### src/rtl/ram_read_ctrl_pkg.sv
// Shared definitions for the RAM read/write controllers: FSM state encoding,
// default bus widths and the latency-counter width helper.
package ram_ctrl_pkg;

  localparam int DEF_SIZE_DATA  = 8;
  localparam int DEF_SIZE_ADDR  = 4;
  localparam int MAX_RD_LATENCY = 4;

  typedef enum logic [1:0] {
    ST_IDLE  = 2'd0,
    ST_ISSUE = 2'd1,
    ST_WAIT  = 2'd2,
    ST_DONE  = 2'd3
  } rd_state_t;

  // Width needed to hold the values 0..lat in the latency counter.
  function automatic int lat_cnt_w(input int lat);
    return $clog2(lat + 1);
  endfunction

endpackage

### src/rtl/ram_read_ctrl.sv
// Read controller for a single-port RAM with a fixed read latency: latches a
// request, strobes the RAM once, waits RD_LATENCY cycles and captures the data.
module ram_read_ctrl
  import ram_ctrl_pkg::*;
#(
  parameter int SIZE_DATA  = DEF_SIZE_DATA,
  parameter int SIZE_ADDR  = DEF_SIZE_ADDR,
  parameter int RD_LATENCY = 1
) (
  input  logic                 i_clk,
  input  logic                 i_rst_n,
  input  logic                 i_rd_en,
  input  logic [SIZE_ADDR-1:0] i_addr,
  output logic                 o_rd_en,
  output logic [SIZE_ADDR-1:0] o_addr,
  input  logic [SIZE_DATA-1:0] i_data_rd,
  output logic [SIZE_DATA-1:0] o_data_rd,
  output logic                 o_done,
  output logic                 o_busy,
  output logic                 o_overrun
);

  localparam int CNT_W = lat_cnt_w(RD_LATENCY);
  localparam logic [CNT_W-1:0] CNT_LOAD = CNT_W'(RD_LATENCY);
  localparam logic [CNT_W-1:0] CNT_ONE  = CNT_W'(1);
  localparam logic [CNT_W-1:0] CNT_ZERO = CNT_W'(0);

  rd_state_t            state_q, state_d;
  logic [CNT_W-1:0]     cnt_q, cnt_d;
  logic [SIZE_ADDR-1:0] addr_q, addr_d;
  logic [SIZE_DATA-1:0] data_q, data_d;
  logic                 rd_en_q, rd_en_d;
  logic                 done_q, done_d;
  logic                 busy_q, busy_d;
  logic                 overrun_q, overrun_d;

  // Next-state, counter, capture and output decode for the read sequence.
  always_comb begin
    state_d   = state_q;
    cnt_d     = cnt_q;
    addr_d    = addr_q;
    data_d    = data_q;
    overrun_d = 1'b0;

    case (state_q)
      ST_IDLE: begin
        if (i_rd_en) begin
          addr_d  = i_addr;
          state_d = ST_ISSUE;
        end else begin
          state_d = ST_IDLE;
        end
      end
      ST_ISSUE: begin
        cnt_d     = CNT_LOAD;
        state_d   = ST_WAIT;
        overrun_d = i_rd_en;
      end
      ST_WAIT: begin
        overrun_d = i_rd_en;
        // The <= guard keeps the counter from ever wrapping below zero.
        if (cnt_q <= CNT_ONE) begin
          data_d  = i_data_rd;
          cnt_d   = CNT_ZERO;
          state_d = ST_DONE;
        end else begin
          cnt_d   = cnt_q - CNT_ONE;
        end
      end
      ST_DONE: begin
        // DONE is also the acceptance slot, so a held request repeats every
        // RD_LATENCY+2 cycles instead of losing a cycle in IDLE.
        if (i_rd_en) begin
          addr_d  = i_addr;
          state_d = ST_ISSUE;
        end else begin
          state_d = ST_IDLE;
        end
      end
      default: begin
        state_d = ST_IDLE;
        cnt_d   = CNT_ZERO;
      end
    endcase

    rd_en_d = (state_d == ST_ISSUE);
    done_d  = (state_d == ST_DONE);
    busy_d  = (state_d != ST_IDLE);
  end

  // State, counter, address/data holding registers and registered outputs.
  always_ff @(posedge i_clk) begin
    if (!i_rst_n) begin
      state_q   <= ST_IDLE;
      cnt_q     <= CNT_ZERO;
      addr_q    <= {SIZE_ADDR{1'b0}};
      data_q    <= {SIZE_DATA{1'b0}};
      rd_en_q   <= 1'b0;
      done_q    <= 1'b0;
      busy_q    <= 1'b0;
      overrun_q <= 1'b0;
    end else begin
      state_q   <= state_d;
      cnt_q     <= cnt_d;
      addr_q    <= addr_d;
      data_q    <= data_d;
      rd_en_q   <= rd_en_d;
      done_q    <= done_d;
      busy_q    <= busy_d;
      overrun_q <= overrun_d;
    end
  end

  assign o_rd_en   = rd_en_q;
  assign o_addr    = addr_q;
  assign o_data_rd = data_q;
  assign o_done    = done_q;
  assign o_busy    = busy_q;
  assign o_overrun = overrun_q;

endmodule

### config.mk
export PLATFORM = sky130hd
export DESIGN_NAME = ram_read_ctrl
export DESIGN_NICKNAME = d
export VERILOG_FILES = /design/src/rtl/ram_read_ctrl_pkg.sv /design/src/rtl/ram_read_ctrl.sv
export SDC_FILE = /design/constraint.sdc
export NUM_CORES = 1
export LEC_CHECK = 0
export CAP_MARGIN = 20
export CORE_MARGIN = 10
export CORE_UTILIZATION = 39
export CTS_CLUSTER_DIAMETER = 120
export DETAILED_ROUTE_END_ITERATION = 8
export PLACE_DENSITY = 0.85
export RECOVER_POWER = 100
export SETUP_SLACK_MARGIN = 0.3
export SYNTH_ARGS = -nofsm -noshare
export SYNTH_HDL_FRONTEND = slang
export SYNTH_SLANG_ARGS = --single-unit
### constraint.sdc
create_clock -name i_clk -period 1.45 [get_ports i_clk]
set_clock_uncertainty 0.05 [all_clocks]
set_input_delay 0.29 -clock i_clk [delete_from_list [all_inputs] [get_ports i_clk]]
set_output_delay 0.29 -clock i_clk [all_outputs]
set_load 0.02 [all_outputs]
Yosys cells after proc, flatten, opt, wreduce, memory -nomap -nowiden

Cells that the tools add are included.

Output and inout port bits: 16
Word-level logic and storage cells: 28
Input port bits: 15
Register bits after elaboration: 19

Order comparisons: 1
Reductions and logical operators: 8
Add/sub/neg operators: 1
Multiplexer cells: 5
Equal/unequal tests: 5

Operators by type and width:

| operator              | count |
|---|---|
| $eq A2 B2 Y1 const B  | 3 |
| $pmux W2 S3           | 1 |
| $reduce_and A2 Y1     | 3 |
| $eq A2 B1 Y1 const B  | 2 |
| $reduce_bool A2 Y1    | 2 |
| $reduce_or A2 Y1      | 2 |
| $logic_not A2 Y1      | 1 |
| $mux W1               | 2 |
| $mux W2               | 1 |
| $pmux W1 S2           | 1 |
| $le A1 B1 Y1 const B  | 1 |
| $sub A1 B1 Y1 const B | 1 |

Logic depth before layout (Yosys ltp)

Word-level depth: 4
Mapped depth: 5
Gate-level depth less buffers: 4

Worst setup path after synthesis

No wires, ideal clock.

Path type: reg-to-reg
Start point: reg state_q[0]
End point: reg addr_q[1], in the netlist o_addr[1]
Data arrival time: 1.020 ns
Cell stages (with the launch flop): 5
Setup slack: 0.263 ns
Clock period less this slack: 1.187 ns
Required time: 1.283 ns
Cells stage by stage: dfxtp_1 -> inv_1 -> ha_1 -> and2_4 -> o21ai_1

Longest elaborated chain between the ends: 3

RTL lines:

| what                                                    | RTL line             | text |
|---|---|---|
| start, declared                                         | ram_read_ctrl.sv:28  | `rd_state_t state_q, state_d;` |
| start signal, assigned                                  | ram_read_ctrl.sv:103 | `state_q <= state_d;` |
| $eq A2 B2 Y1 / $logic_not A2 Y1 (equally long branches) | ram_read_ctrl.sv:45  | `case (state_q)` |
| $reduce_or A2 Y1 (no line) (*)                          | n/a                  |  |
| $reduce_and A2 Y1 (no line) (*)                         | n/a                  |  |
| end signal, assigned                                    | ram_read_ctrl.sv:96  | `addr_q <= {SIZE_ADDR{1'b0}};` |
| end signal, assigned                                    | ram_read_ctrl.sv:105 | `addr_q <= addr_d;` |
| end, declared                                           | ram_read_ctrl.sv:30  | `logic [SIZE_ADDR-1:0] addr_q, addr_d;` |

Every way passes the cells marked *; elsewhere a longest branch is shown, timed or not.
A chain may end at the register's enable or synchronous reset.

Worst setup path after layout

Start point: reg addr_q[2], in the netlist o_addr[2]
End point: out o_addr[2]

RTL lines:

| what          | RTL line            | text |
|---|---|---|
| end, declared | ram_read_ctrl.sv:15 | `output logic [SIZE_ADDR-1:0] o_addr,` |

No word-level cell between the ends.

==> flow_metrics.env <==
export IMPL_place_ws_ns=0.0821
export IMPL_synth_edff_count=0
export IMPL_fmax_ghz=0.823
export IMPL_p_sw_uw=501
export IMPL_critPathRequiredTime_ns=1.11
export IMPL_place_area_um2=1020
export IMPL_hold_start="o_addr[0]"
export IMPL_rows=15
export IMPL_dieArea_um2=3870
export IMPL_path_buf_inv=1
export IMPL_drc_errors=0
export IMPL_synth_nets=82
export IMPL_worst_slew_pin_slew_ns=0.261
export IMPL_arrival_ns=0.87
export IMPL_grt_first_pass_wirelength_mm=2.67
export IMPL_drive_gt1_share_pct=22.4
export IMPL_p_int_mw=1.02
export IMPL_cts_tree="built"
export IMPL_die_h_um=62.2
export IMPL_synth_area_um2=696
export IMPL_grt_overflow=0
export IMPL_r2r_cells=4
export IMPL_wl_per_cell_um=13.6
export IMPL_syn_avg_cell_area_um2=10.9
export IMPL_nNetsFinal=117
export IMPL_critPathTopFamily="flip-flops"
export IMPL_utilization_pct=59.2
export IMPL_clk_pin_slew_ns=0.10
export IMPL_grt_max_degree=11
export IMPL_clock_latency_ns=0.29
export IMPL_grt_total_usage_pct=8.69
export IMPL_drt_iter0_drc=3
export IMPL_seqPwrFrac_pct=41.8
export IMPL_crit_slowest_cell="dfxtp_1"
export IMPL_drt_pass1_iterations=2
export IMPL_fp_dieW_um=62.2
export IMPL_synth_seq_cells=18
export IMPL_tns_ns=0
export IMPL_diodes=0
export IMPL_synth_warnings=0
export IMPL_slew_headroom_pct=82.6
export IMPL_ys_seq_area_share_pct=51.8
export IMPL_ys_async_sr_fraction_pct=0
export IMPL_combPwrFrac_pct=38.0
export IMPL_drt_vias_per_instance=4.46
export IMPL_worstHoldPathType="register to register"
export IMPL_clock_sinks=18
export IMPL_p_leak_nw=0.393
export IMPL_hold_viol=0
export IMPL_antenna_found_initial=0
export IMPL_syn_to_final_growth_pct=45.3
export IMPL_io_pins=31
export IMPL_period_share_pct=83.8
export IMPL_core_area_um2=1710
export IMPL_mostFrequentLayoutCell="dfxtp_1"
export IMPL_root_buffer="clkbuf_4"
export IMPL_holdWs_ns=0.413
export IMPL_cts_hold_buf=0
export IMPL_power_switching_share_pct=32.9
export IMPL_detail_route_antenna_nets=0
export IMPL_setup_viol=0
export IMPL_total_power_mw=1.52
export IMPL_start_kind="register"
export IMPL_min_period_ns=1.21
export IMPL_fin_area_um2=1010
export IMPL_worstHoldEndpoint="o_addr[0]"
export IMPL_floorplan_initialDensity_pct=40.7
export IMPL_final_max_slew_viol_count=0
export IMPL_crit_path_cell_trace="clkbuf_1"
export IMPL_power_density_nw_per_um2=1510
export IMPL_num_vias=549
export IMPL_synthCells=64
export IMPL_htree_levels=1
export IMPL_p_clk_share_pct=20.2
export IMPL_fin_cells=123
export IMPL_port_buffers=30
export IMPL_synth_ff_type="dfxtp_1"
export IMPL_cp_slowest_stage_delay_ns=0.34
export IMPL_critPathMaxFanout=2
export IMPL_numCtsBuffers=3
export IMPL_dpl_cell_count=118
export IMPL_outcome="finished, final reports clean"
export IMPL_rsz0062_at_grt="false"
export IMPL_ir_worst_vdd_v=0.000791
export IMPL_place_gp_congestion=0.689
export IMPL_r2r_setup_slack_ns=0.29
export IMPL_routed_wl_mm=1.68
export IMPL_drv_cap=0
export IMPL_reg2reg_from="state_q[0]"
export IMPL_r2r_end="o_addr[2]"
export IMPL_grt_pass1_vias=523
export IMPL_worst_setup_path_type="register to output pin"
export IMPL_final_cell_mix="dfxtp_1, clkdlybuf4s50_1, buf_4"
export IMPL_postLayoutSetupSlackWorst_ns=0.235
export IMPL_cts_path_max_buffers=2
export IMPL_critPathCaptureType="output pin"
export IMPL_synth_cell_types=18
export IMPL_hold_path_depth=2
worst register-to-register path, cell delays in order (launching register included):
cell and delay (ns):
dfxtp_1 0.35, inv_1 0.09, ha_4 0.32, and2_4 0.17
o21ai_0 0.08
power by group through the flow:
| stage | combinational [mW] | sequential (mW) | clock [mW] |
|---|---|---|---|
| after CTS | 0.575 | 0.630 | 0.312 |
| after floorplan | 0.267 | 0.737 | 0 |
| after global placement | 0.597 | 0.639 | 0 |
| after detailed placement | 0.612 | 0.641 | 0 |
| after global routing | 0.622 | 0.649 | 0.329 |
| final | 0.579 | 0.636 | 0.307 |
registers in the layout, summed over array words and instances, names as in the netlist:
register	count
o_addr	4
o_done	1
o_data_rd	8
o_overrun	1
o_busy	1
o_rd_en	1
state_q	2
Yosys cell counts, types with 2 or more instances:
cell type | n | area share, %
nor2b_1 | 8 | 7.2
ha_1 | 3 | 5.4
nand4_1 | 4 | 3.6
nand2_1 | 4 | 2.2
mux2i_1 | 8 | 12
inv_1 | 2 | 1.1
dfxtp_1 | 18 | 52
o21ai_1 | 3 | 2.2
buf_4 | 3 | 3.2
nor2_1 | 2 | 1.1
and2_1 | 2 | 1.8
cells by family (layout without fill, tap and decap cells):
group                      after synthesis  in the layout  synth area share [%]
and+or+nand+nor                         24             24                  21.8
buffers and inverters                    5             39                  4.32
DFF                                     18             18                  51.8
AOI/OAI and AO/OA                        6              6                  5.22
adders and majority gates                3              3                  5.40
muxes                                    8              8                  11.5
cell type report:
class	count	area, µm²
sequential	18	362
fill	170	697
timing repair buffer	33	256
tap	25	31.3
multi-input combinational	41	318
inverter	2	7.51
clock buffer	4	36.3
per-layer routing:
metal	vias to the layer above	GRT usage [%]	part of all wire, %	routed length (µm)
met5	-	0	0	0
li1	281	-	-	-
met4	0	6.00	2.5	42
met1	247	9.30	42	708
met2	17	14.5	51	858
met3	4	2.33	3.9	66
how the worst max path moves through the flow:
stage | slack, ns | endpoint | start | cells after the start
floorplan | 0.31 | o_addr[1] | state_q[0] | 4
global placement | 0.14 | o_addr[3] | i_rd_en | 3
detailed placement | 0.08 | o_addr[2] | i_rd_en | 3
CTS | 0.30 | o_addr[3] | o_addr[3] | 1
global route | 0.20 | o_data_rd[5] | o_data_rd[5] | 1
finish | 0.24 | o_addr[2] | o_addr[2] | 1
timing repair:
action	CTS	global route
resized for setup	66	25
setup buffers	0	1
cloned	0	0
pin swaps	0	1
setup endpoints to repair	31	28
(Power assumes the default switching activity.)
